### src/rtl/servant_mtimer_if.sv
// servant_mtimer_if: Wishbone-style register bus for the machine timer.
//   i_wb_adr  word select (CPU address bits [3:2])
//   i_wb_dat  write data
//   i_wb_sel  byte enables, bit n enables byte n of i_wb_dat
//   i_wb_we   1 = write, 0 = read
//   i_wb_cyc  cycle valid, held by the initiator until ack
//   o_wb_rdt  registered read data, valid in the ack cycle
//   o_wb_ack  single-cycle acknowledge
// Signal names are seen from the timer (slave) side.
interface servant_mtimer_if;
    logic [1:0]  i_wb_adr;
    logic [31:0] i_wb_dat;
    logic [3:0]  i_wb_sel;
    logic        i_wb_we;
    logic        i_wb_cyc;
    logic [31:0] o_wb_rdt;
    logic        o_wb_ack;

    modport master (
        output i_wb_adr,
        output i_wb_dat,
        output i_wb_sel,
        output i_wb_we,
        output i_wb_cyc,
        input  o_wb_rdt,
        input  o_wb_ack
    );

    modport slave (
        input  i_wb_adr,
        input  i_wb_dat,
        input  i_wb_sel,
        input  i_wb_we,
        input  i_wb_cyc,
        output o_wb_rdt,
        output o_wb_ack
    );
endinterface

### src/rtl/servant_mtimer.sv
// servant_mtimer: 64-bit RISC-V style mtime/mtimecmp timer with a Wishbone register port.
//   i_clk    single clock, rising edge
//   i_rst_n  synchronous active-low reset
//   wb       register bus (slave modport): word 0/1 = mtime lo/hi, word 2/3 = mtimecmp lo/hi
//   o_irq    registered level interrupt, high while mtime >= mtimecmp
// PRESCALE sets the number of i_clk cycles per mtime increment (1..65535).
module servant_mtimer #(
    parameter int unsigned PRESCALE = 1
) (
    input  logic            i_clk,
    input  logic            i_rst_n,
    servant_mtimer_if.slave wb,
    output logic            o_irq
);

    localparam logic [15:0] PresLast = 16'(PRESCALE - 1);

    logic [63:0] mtime_q, mtime_d;
    logic [63:0] mtimecmp_q, mtimecmp_d;
    logic [31:0] shadow_q, shadow_d;
    logic [15:0] presc_q, presc_d;
    logic        ack_q, ack_d;
    logic [31:0] rdt_q, rdt_d;
    logic        irq_q, irq_d;

    logic        accept;
    logic        wr_en;
    logic        rd_en;
    logic        tick;
    logic [63:0] mtime_inc;

    function automatic logic [31:0] merge_bytes(input logic [31:0] old_val,
                                                input logic [31:0] new_val,
                                                input logic [3:0]  sel);
        logic [31:0] res;
        res = old_val;
        for (int i = 0; i < 4; i++) begin
            if (sel[i]) res[8*i +: 8] = new_val[8*i +: 8];
        end
        return res;
    endfunction

    // An access is taken only while no ack is outstanding, so back-to-back cycles
    // see one ack every second clock.
    assign accept    = wb.i_wb_cyc & ~ack_q;
    assign wr_en     = accept & wb.i_wb_we;
    assign rd_en     = accept & ~wb.i_wb_we;
    assign tick      = (presc_q == PresLast);
    assign mtime_inc = mtime_q + {63'd0, tick};

    always_comb begin
        // Written mtime bytes overlay the incremented value so a coinciding tick
        // still reaches the unwritten bytes and carries into the other word.
        mtime_d    = mtime_inc;
        mtimecmp_d = mtimecmp_q;
        shadow_d   = shadow_q;
        rdt_d      = rdt_q;
        presc_d    = tick ? 16'd0 : 16'(presc_q + 16'd1);

        if (wr_en) begin
            case (wb.i_wb_adr)
                2'd0: begin
                    mtime_d[31:0] = merge_bytes(mtime_inc[31:0], wb.i_wb_dat, wb.i_wb_sel);
                    presc_d       = 16'd0;
                end
                2'd1: begin
                    mtime_d[63:32] = merge_bytes(mtime_inc[63:32], wb.i_wb_dat, wb.i_wb_sel);
                    presc_d        = 16'd0;
                end
                2'd2: mtimecmp_d[31:0]  = merge_bytes(mtimecmp_q[31:0], wb.i_wb_dat, wb.i_wb_sel);
                default: mtimecmp_d[63:32] = merge_bytes(mtimecmp_q[63:32], wb.i_wb_dat,
                                                         wb.i_wb_sel);
            endcase
        end

        if (rd_en) begin
            case (wb.i_wb_adr)
                2'd0: begin
                    // Snapshot the high word so a following word-1 read is coherent.
                    rdt_d    = mtime_q[31:0];
                    shadow_d = mtime_q[63:32];
                end
                2'd1:    rdt_d = shadow_q;
                2'd2:    rdt_d = mtimecmp_q[31:0];
                default: rdt_d = mtimecmp_q[63:32];
            endcase
        end

        ack_d = accept;
        irq_d = (mtime_d >= mtimecmp_d);
    end

    always_ff @(posedge i_clk) begin
        if (!i_rst_n) begin
            mtime_q    <= 64'd0;
            mtimecmp_q <= 64'hFFFF_FFFF_FFFF_FFFF;
            shadow_q   <= 32'd0;
            presc_q    <= 16'd0;
            ack_q      <= 1'b0;
            rdt_q      <= 32'd0;
            irq_q      <= 1'b0;
        end else begin
            mtime_q    <= mtime_d;
            mtimecmp_q <= mtimecmp_d;
            shadow_q   <= shadow_d;
            presc_q    <= presc_d;
            ack_q      <= ack_d;
            rdt_q      <= rdt_d;
            irq_q      <= irq_d;
        end
    end

    assign wb.o_wb_ack = ack_q;
    assign wb.o_wb_rdt = rdt_q;
    assign o_irq       = irq_q;

endmodule

### src/flat_wrapper.sv
// flat-port wrapper written by rule: the top's interface ports become plain ports
module servant_mtimer_flat 
#(
    parameter int unsigned PRESCALE = 1
)
  (i_clk, i_rst_n, o_irq, wb_i_wb_adr, wb_i_wb_dat, wb_i_wb_sel, wb_i_wb_we, wb_i_wb_cyc, wb_o_wb_rdt, wb_o_wb_ack);
  servant_mtimer_if wb_i ();
  input  logic i_clk;
  input  logic i_rst_n;
  output logic o_irq;
  input wire logic [$bits(wb_i.i_wb_adr)-1:0] wb_i_wb_adr;
  input wire logic [$bits(wb_i.i_wb_dat)-1:0] wb_i_wb_dat;
  input wire logic [$bits(wb_i.i_wb_sel)-1:0] wb_i_wb_sel;
  input wire logic [$bits(wb_i.i_wb_we)-1:0] wb_i_wb_we;
  input wire logic [$bits(wb_i.i_wb_cyc)-1:0] wb_i_wb_cyc;
  output wire logic [$bits(wb_i.o_wb_rdt)-1:0] wb_o_wb_rdt;
  output wire logic [$bits(wb_i.o_wb_ack)-1:0] wb_o_wb_ack;
  assign wb_i.i_wb_adr = wb_i_wb_adr;
  assign wb_i.i_wb_dat = wb_i_wb_dat;
  assign wb_i.i_wb_sel = wb_i_wb_sel;
  assign wb_i.i_wb_we = wb_i_wb_we;
  assign wb_i.i_wb_cyc = wb_i_wb_cyc;
  assign wb_o_wb_rdt = wb_i.o_wb_rdt;
  assign wb_o_wb_ack = wb_i.o_wb_ack;
  servant_mtimer #(.PRESCALE(PRESCALE)) u_core (.i_clk(i_clk), .i_rst_n(i_rst_n), .wb(wb_i), .o_irq(o_irq));
endmodule
### config.mk
export PLATFORM = sky130hd
export DESIGN_NAME = servant_mtimer_flat
export DESIGN_NICKNAME = d
export VERILOG_FILES = /design/src/rtl/servant_mtimer_if.sv /design/src/rtl/servant_mtimer.sv /design/src/flat_wrapper.sv
export SDC_FILE = /design/constraint.sdc
export NUM_CORES = 1
export LEC_CHECK = 0
export BUFFER_PORTS_ARGS = -buffer_cell sky130_fd_sc_hd__buf_2
export CAP_MARGIN = 20
export CORE_MARGIN = 3
export CORE_UTILIZATION = 60
export DETAILED_ROUTE_END_ITERATION = 7
export MAX_ROUTING_LAYER = met4
export PLACE_DENSITY = 0.87
export SLEW_MARGIN = 20
export SYNTH_ARGS = -nofsm -noshare
export SYNTH_HDL_FRONTEND = slang
export SYNTH_SLANG_ARGS = --single-unit
### constraint.sdc
create_clock -name i_clk -period 9.4 [get_ports i_clk]
set_input_delay 0.47 -clock i_clk [delete_from_list [all_inputs] [get_ports i_clk]]
set_output_delay 0.47 -clock i_clk [all_outputs]
set_load 0.03 [all_outputs]
* Yosys cells after proc, flatten, opt, wreduce, memory -nomap -nowiden
Index checks and enable logic that the tools add are counted.
** Word-level totals
- Register bits after elaboration :: 210
- Logic and storage cells :: 48
** Operators by class
- Add/subtract/negate cells :: 2
- Order comparisons :: 1
- Eq/ne operators :: 2
- Multiplexer cells :: 26
- Bitwise operators :: 5
- Reductions and logical operators :: 5
** Operator list (count)
- $mux 32 :: 4
- $mux 64 :: 2
- $mux 8 :: 16
- $pmux 32 s3 :: 1
- $add 64x1->64 :: 1
- $ge 64x64->1 :: 1
- $mux 16 :: 3
- $add 16x1->16 const B :: 1
- $logic_not 16->1 :: 1
- $and 1x1->1 :: 3
- $reduce_or 3->1 :: 1
- $eq 2x1->1 const B :: 1
- $eq 2x2->1 const B :: 1
- $logic_not 2->1 :: 1
- $not 1->1 :: 2
- $reduce_and 2->1 :: 1
- $reduce_or 2->1 :: 1

* Longest topological paths before layout
- Depth after elaboration :: 6
- Gate-level depth with buffers :: 21

* Least setup slack after synthesis
OpenSTA, ideal clock, no wires.
- Path type :: reg2reg
- Start :: reg u_core.presc_q[0]
- End :: reg u_core.irq_q, in the netlist u_core.o_irq
- Library setup time :: 0.126 ns
- Arrival time :: 3.996 ns
- Slack :: 5.278 ns
- Stages on the path, launching flop included :: 22
- Clock period less this slack :: 4.122 ns
- Cells stage by stage :: dfxtp_1 > inv_1 > ha_1 > nor4b_1 > nand4_1 > inv_1 > ha_1 > ha_1 > nand4_2 > or3_4 > or4_1 > buf_2 > nor2_1 > xnor2_1 > a21oi_1 > ha_1 > a21o_1 > a221o_1 > a221oi_1 > o21ai_0 > a22oi_1 > o21ai_0
** On the way
- Cells in the longest elaborated chain, start to end :: 6
- Elaborated cells between the ends (all ways) :: 14
** RTL lines
- from (decl) :: RTL line servant_mtimer.sv:21 : logic [15:0] presc_q, presc_d;
- from (signal assigned) :: RTL line servant_mtimer.sv:106 : presc_q <= presc_d;
- $logic_not 16->1 * :: RTL line servant_mtimer.sv:48 : assign tick = (presc_q == PresLast);
- $add 64x1->64 * :: RTL line servant_mtimer.sv:49 : assign mtime_inc = mtime_q + {63'd0, tick};
- $mux 8 :: RTL line servant_mtimer.sv:38 : if (sel[i]) res[8*i +: 8] = new_val[8*i +: 8];
- $mux 32 :: RTL line servant_mtimer.sv:61 : case (wb.i_wb_adr)
- $mux 64 * :: RTL line servant_mtimer.sv:60 : if (wr_en) begin
- named net u_core.mtime_d[40] :: RTL line servant_mtimer.sv:18 : logic [63:0] mtime_q, mtime_d;
- $ge 64x64->1 * :: RTL line servant_mtimer.sv:90 : irq_d = (mtime_d >= mtimecmp_d);
- to (signal assigned) :: RTL line servant_mtimer.sv:109 : irq_q <= irq_d;
- to (decl) :: RTL line servant_mtimer.sv:24 : logic irq_q, irq_d;
Mark *: on every way through the listed nets, which the timed path passes. The rest lies on a longest branch.
A chain may end at the register's enable or synchronous reset.

* Worst setup path after layout
Same ends and word-level chain as after synthesis.

==> metrics.txt <==
# TYPE chip_impl_metric gauge
chip_impl_info{name="run_status",value="complete, no violations"} 1
chip_impl_metric{name="postSynth.asyncResetShare",unit="%"} 0
chip_impl_metric{name="synth_seq_cells",unit=""} 210
chip_impl_metric{name="global_route_wire_length_before_repair",unit="um"} 51150
chip_impl_metric{name="fillerInstances",unit=""} 1375
chip_impl_metric{name="start_util",unit="%"} 62.17
chip_impl_info{name="synth.top_cells.by_area",value="sky130_fd_sc_hd__dfxtp_1, sky130_fd_sc_hd__nand2_1, sky130_fd_sc_hd__ha_1"} 1
chip_impl_info{name="clk_root_buffer_cell",value="sky130_fd_sc_hd__clkbuf_16"} 1
chip_impl_metric{name="synth_edf_count",unit=""} 0
chip_impl_metric{name="placement.io_buffers",unit=""} 75
chip_impl_metric{name="synth_sequential_area_ratio",unit="%"} 36.89
chip_impl_metric{name="h-tree-depth",unit=""} 1
chip_impl_metric{name="setup_viol_count_final",unit=""} 0
chip_impl_metric{name="drt_pre_antenna_iters",unit=""} 7
chip_impl_metric{name="drtIter0Drc",unit=""} 1160
chip_impl_metric{name="detailed_placement_wirelength_estimate",unit="um"} 22250
chip_impl_metric{name="wl_per_cell",unit="um"} 20.06
chip_impl_metric{name="die_h",unit="um"} 143.8
chip_impl_metric{name="timing.slew.headroom",unit="%"} 27.28
chip_impl_metric{name="gp_congestion",unit=""} 0.9511
chip_impl_metric{name="placement.cell_area",unit="sq um"} 11850
chip_impl_info{name="cp-end-kind",value="flop"} 1
chip_impl_metric{name="post-route-min-period",unit="ps"} 4889
chip_impl_metric{name="cp_data_required_time",unit="ps"} 9810
chip_impl_info{name="tritoncts",value="done"} 1
chip_impl_metric{name="tightestPinTransition",unit="ps"} 1087
chip_impl_metric{name="worst_endpoint_data_arrival_time",unit="ps"} 5300
chip_impl_metric{name="antenna_found_initial",unit=""} 0
chip_impl_info{name="hold_path_class",value="input pin to flop"} 1
chip_impl_metric{name="hold_fix_buffer_count_after_cts",unit=""} 0
chip_impl_info{name="cell_type_contributing_the_most_total_cell_area_after_synthesis",value="sky130_fd_sc_hd__dfxtp_1"} 1
chip_impl_metric{name="fin_nets",unit=""} 1472
chip_impl_metric{name="clk_pin_slew",unit="ps"} 70
chip_impl_metric{name="power.ir.vdd_worst",unit="mV"} 0.1206
chip_impl_metric{name="worst_skew_pair.late_latency",unit="ps"} 520
chip_impl_metric{name="synth_area_per_cell",unit="sq um"} 8.601
chip_impl_metric{name="post_cts_sizing",unit=""} 0
chip_impl_info{name="ys.flop_type",value="sky130_fd_sc_hd__dfxtp_1"} 1
chip_impl_info{name="worst-setup-path-type",value="flop to flop"} 1
chip_impl_metric{name="grt_pass1_vias",unit=""} 10040
chip_impl_metric{name="synth_area",unit="sq um"} 11400
chip_impl_metric{name="design_area",unit="sq um"} 12660
chip_impl_metric{name="setup_buffers_after_cts",unit=""} 0
chip_impl_metric{name="number_of_nets_in_the_synthesized_netlist",unit=""} 1435
chip_impl_info{name="setup.worst_path.start_class",value="flop"} 1
chip_impl_info{name="layout_common_cells",value="sky130_fd_sc_hd__nand2_1, sky130_fd_sc_hd__dfxtp_1, sky130_fd_sc_hd__a21oi_1"} 1
chip_impl_metric{name="wl",unit="um"} 32240
chip_impl_metric{name="antenna-diode-count",unit=""} 0
chip_impl_metric{name="track_usage",unit="%"} 31.59
chip_impl_metric{name="avgViaCountPerCell",unit=""} 6.449
chip_impl_metric{name="drv_slew",unit=""} 0
chip_impl_metric{name="post_synth_num_cell_types",unit=""} 56
chip_impl_metric{name="route.antenna.remaining_nets",unit=""} 0
chip_impl_metric{name="final_util",unit="%"} 69.04
chip_impl_metric{name="netlist_instances",unit=""} 1325
chip_impl_info{name="layout_commonest_cell",value="sky130_fd_sc_hd__nand2_1"} 1
chip_impl_metric{name="layout_worst_path_cycle_share",unit="%"} 52.01
chip_impl_info{name="grt_setup_unrepaired",value="false"} 1
chip_impl_metric{name="grt_start_max_net_pins",unit=""} 93
chip_impl_metric{name="cts_made_buffers",unit=""} 23
chip_impl_metric{name="grt_remaining_overflow",unit=""} 0
chip_impl_metric{name="area_delta_synth_final",unit="%"} 11.06
chip_impl_metric{name="whs",unit="ps"} 268.7
chip_impl_metric{name="floorplan.core_area",unit="sq um"} 18330
chip_impl_metric{name="timing.fmax",unit="GHz"} 0.2046
chip_impl_metric{name="clock_sinks",unit=""} 210
chip_impl_metric{name="cellPowerDensity",unit="nW/um^2"} 161.3
chip_impl_metric{name="max-cap-violations",unit=""} 0
chip_impl_metric{name="critPathMaxFanout",unit=""} 7
chip_impl_metric{name="clock_path_buffers",unit=""} 3
chip_impl_metric{name="yosys.area.top_type_share",unit="%"} 36.89
chip_impl_metric{name="skew",unit="ps"} 19.31
chip_impl_metric{name="fp-row-count",unit=""} 49
chip_impl_metric{name="report.final.hold_viol_count",unit=""} 0
chip_impl_metric{name="detail_route.drc_violations",unit=""} 0
chip_impl_metric{name="die-area",unit="sq um"} 20680
chip_impl_metric{name="setup_total_negative_slack",unit="ps"} 0
chip_impl_metric{name="route.vias.total",unit=""} 10360
chip_impl_metric{name="width_of_the_die",unit="um"} 143.8
chip_impl_metric{name="top_level_ports",unit=""} 76
chip_impl_metric{name="cellLeakagePower",unit="nW"} 5.085
chip_impl_metric{name="final_layout_size_suffix_gt1_share",unit="%"} 13.13
chip_impl_metric{name="ys_warn_count",unit=""} 0
[final cells by class]
type,count,area (sq um),share of cell area (%)
clock inverters,9,105.1,0.8305
inverters,17,65.06,0.5141
multi-input cells,1026,6853,54.15
flip-flops and latches,210,4204,33.22
well taps,229,286.5,2.264
clock buffers,32,699.4,5.526
repair buffers,84,442.9,3.500
[state kept, by name, indices dropped and copies added (netlist names)]
register and flops:
u_core.mtime_q 64, u_core.mtimecmp_q 64, u_core.shadow_q 32, u_core.wb.o_wb_rdt 32, u_core.presc_q 16, u_core.o_irq 1
u_core.wb.o_wb_ack 1
[critical path: stages, from the launching register on]
cell and delay (ps):
sky130_fd_sc_hd__dfxtp_1 340, sky130_fd_sc_hd__inv_1 90, sky130_fd_sc_hd__ha_1 140, sky130_fd_sc_hd__nor4b_1 240, sky130_fd_sc_hd__nand4_1 250, sky130_fd_sc_hd__inv_1 110
sky130_fd_sc_hd__ha_1 230, sky130_fd_sc_hd__ha_1 250, sky130_fd_sc_hd__nand4_2 150, sky130_fd_sc_hd__or3_4 460, sky130_fd_sc_hd__or4_1 610, sky130_fd_sc_hd__nor2_1 190
sky130_fd_sc_hd__xnor2_1 180, sky130_fd_sc_hd__a21oi_1 120, sky130_fd_sc_hd__ha_1 230, sky130_fd_sc_hd__a21o_1 190, sky130_fd_sc_hd__a221o_1 350, sky130_fd_sc_hd__a221oi_1 280
sky130_fd_sc_hd__o21ai_0 120, sky130_fd_sc_hd__a22oi_1 140, sky130_fd_sc_hd__o21ai_0 100
[report_power, final]
part	switching (mW)	total, mW	internal [mW]
Clock	0.376	0.950	0.574
Sequential	0.0159	0.923	0.908
Combinational	0.107	0.168	0.0612
[cells by family (layout without fill, tap and decap cells)]
logic type      count (synthesis)  after routing  synth area share, %
buf+inv                        89            142                3.096
mux                           102            102                12.53
simple gates                  578            578                24.15
xor+xnor                       59             59                4.534
fa+ha+maj                      68             68                7.466
compound gates                219            219                11.33
flops                         210            210                36.89
[through the flow]
stage	total power [mW]	std cells	setup WS (ps)
2_1_floorplan	1.050	1325	5278
3_3_place_gp	1.101	1566	4888
3_5_place_dp	1.107	1566	4650
4_1_cts	2.040	1607	4545
5_1_grt	2.098	1607	4197
6_report	2.042	1607	4511
[path summary, 6_finish.rpt]
check | from | slack (ps) | cells past startpoint | end
max | u_core.presc_q[0] | 4510 | 20 | u_core.o_irq
min | wb_i_wb_dat[6] | 270 | 3 | u_core.mtimecmp_q[38]
max reg2reg | u_core.presc_q[0] | 4510 | 20 | u_core.o_irq
min reg2reg | u_core.wb.o_wb_rdt[17] | 450 | 2 | u_core.wb.o_wb_rdt[17]
[cell usage after synthesis (10+ instances only)]
cell type and number:
sky130_fd_sc_hd__xor2_1 35, sky130_fd_sc_hd__a21o_1 10, sky130_fd_sc_hd__clkbuf_1 61, sky130_fd_sc_hd__a21oi_1 125
sky130_fd_sc_hd__ha_1 68, sky130_fd_sc_hd__a31oi_1 10, sky130_fd_sc_hd__and2_1 29, sky130_fd_sc_hd__or2_2 10
sky130_fd_sc_hd__xnor2_1 24, sky130_fd_sc_hd__inv_1 16, sky130_fd_sc_hd__nor2_1 100, sky130_fd_sc_hd__nor3_1 28
sky130_fd_sc_hd__nand4_1 28, sky130_fd_sc_hd__nand3_1 35, sky130_fd_sc_hd__and3_1 15, sky130_fd_sc_hd__mux2i_1 68
sky130_fd_sc_hd__and4_1 17, sky130_fd_sc_hd__dfxtp_1 210, sky130_fd_sc_hd__o21ai_0 25, sky130_fd_sc_hd__nand2_1 260
sky130_fd_sc_hd__nor4_1 18, sky130_fd_sc_hd__mux4_2 31, sky130_fd_sc_hd__a211oi_1 24
[layer usage]
metal  share of wire [%]  up-vias  global-route usage (%)
met5                   0        -                       -
met4                 3.9        0                   12.19
met3                 9.6      117                   5.424
met2                  46      566                   50.11
met1                  40     4889                   40.55
li1                    -     4791                       -
Note: power is estimated with default switching activity, not from simulation.
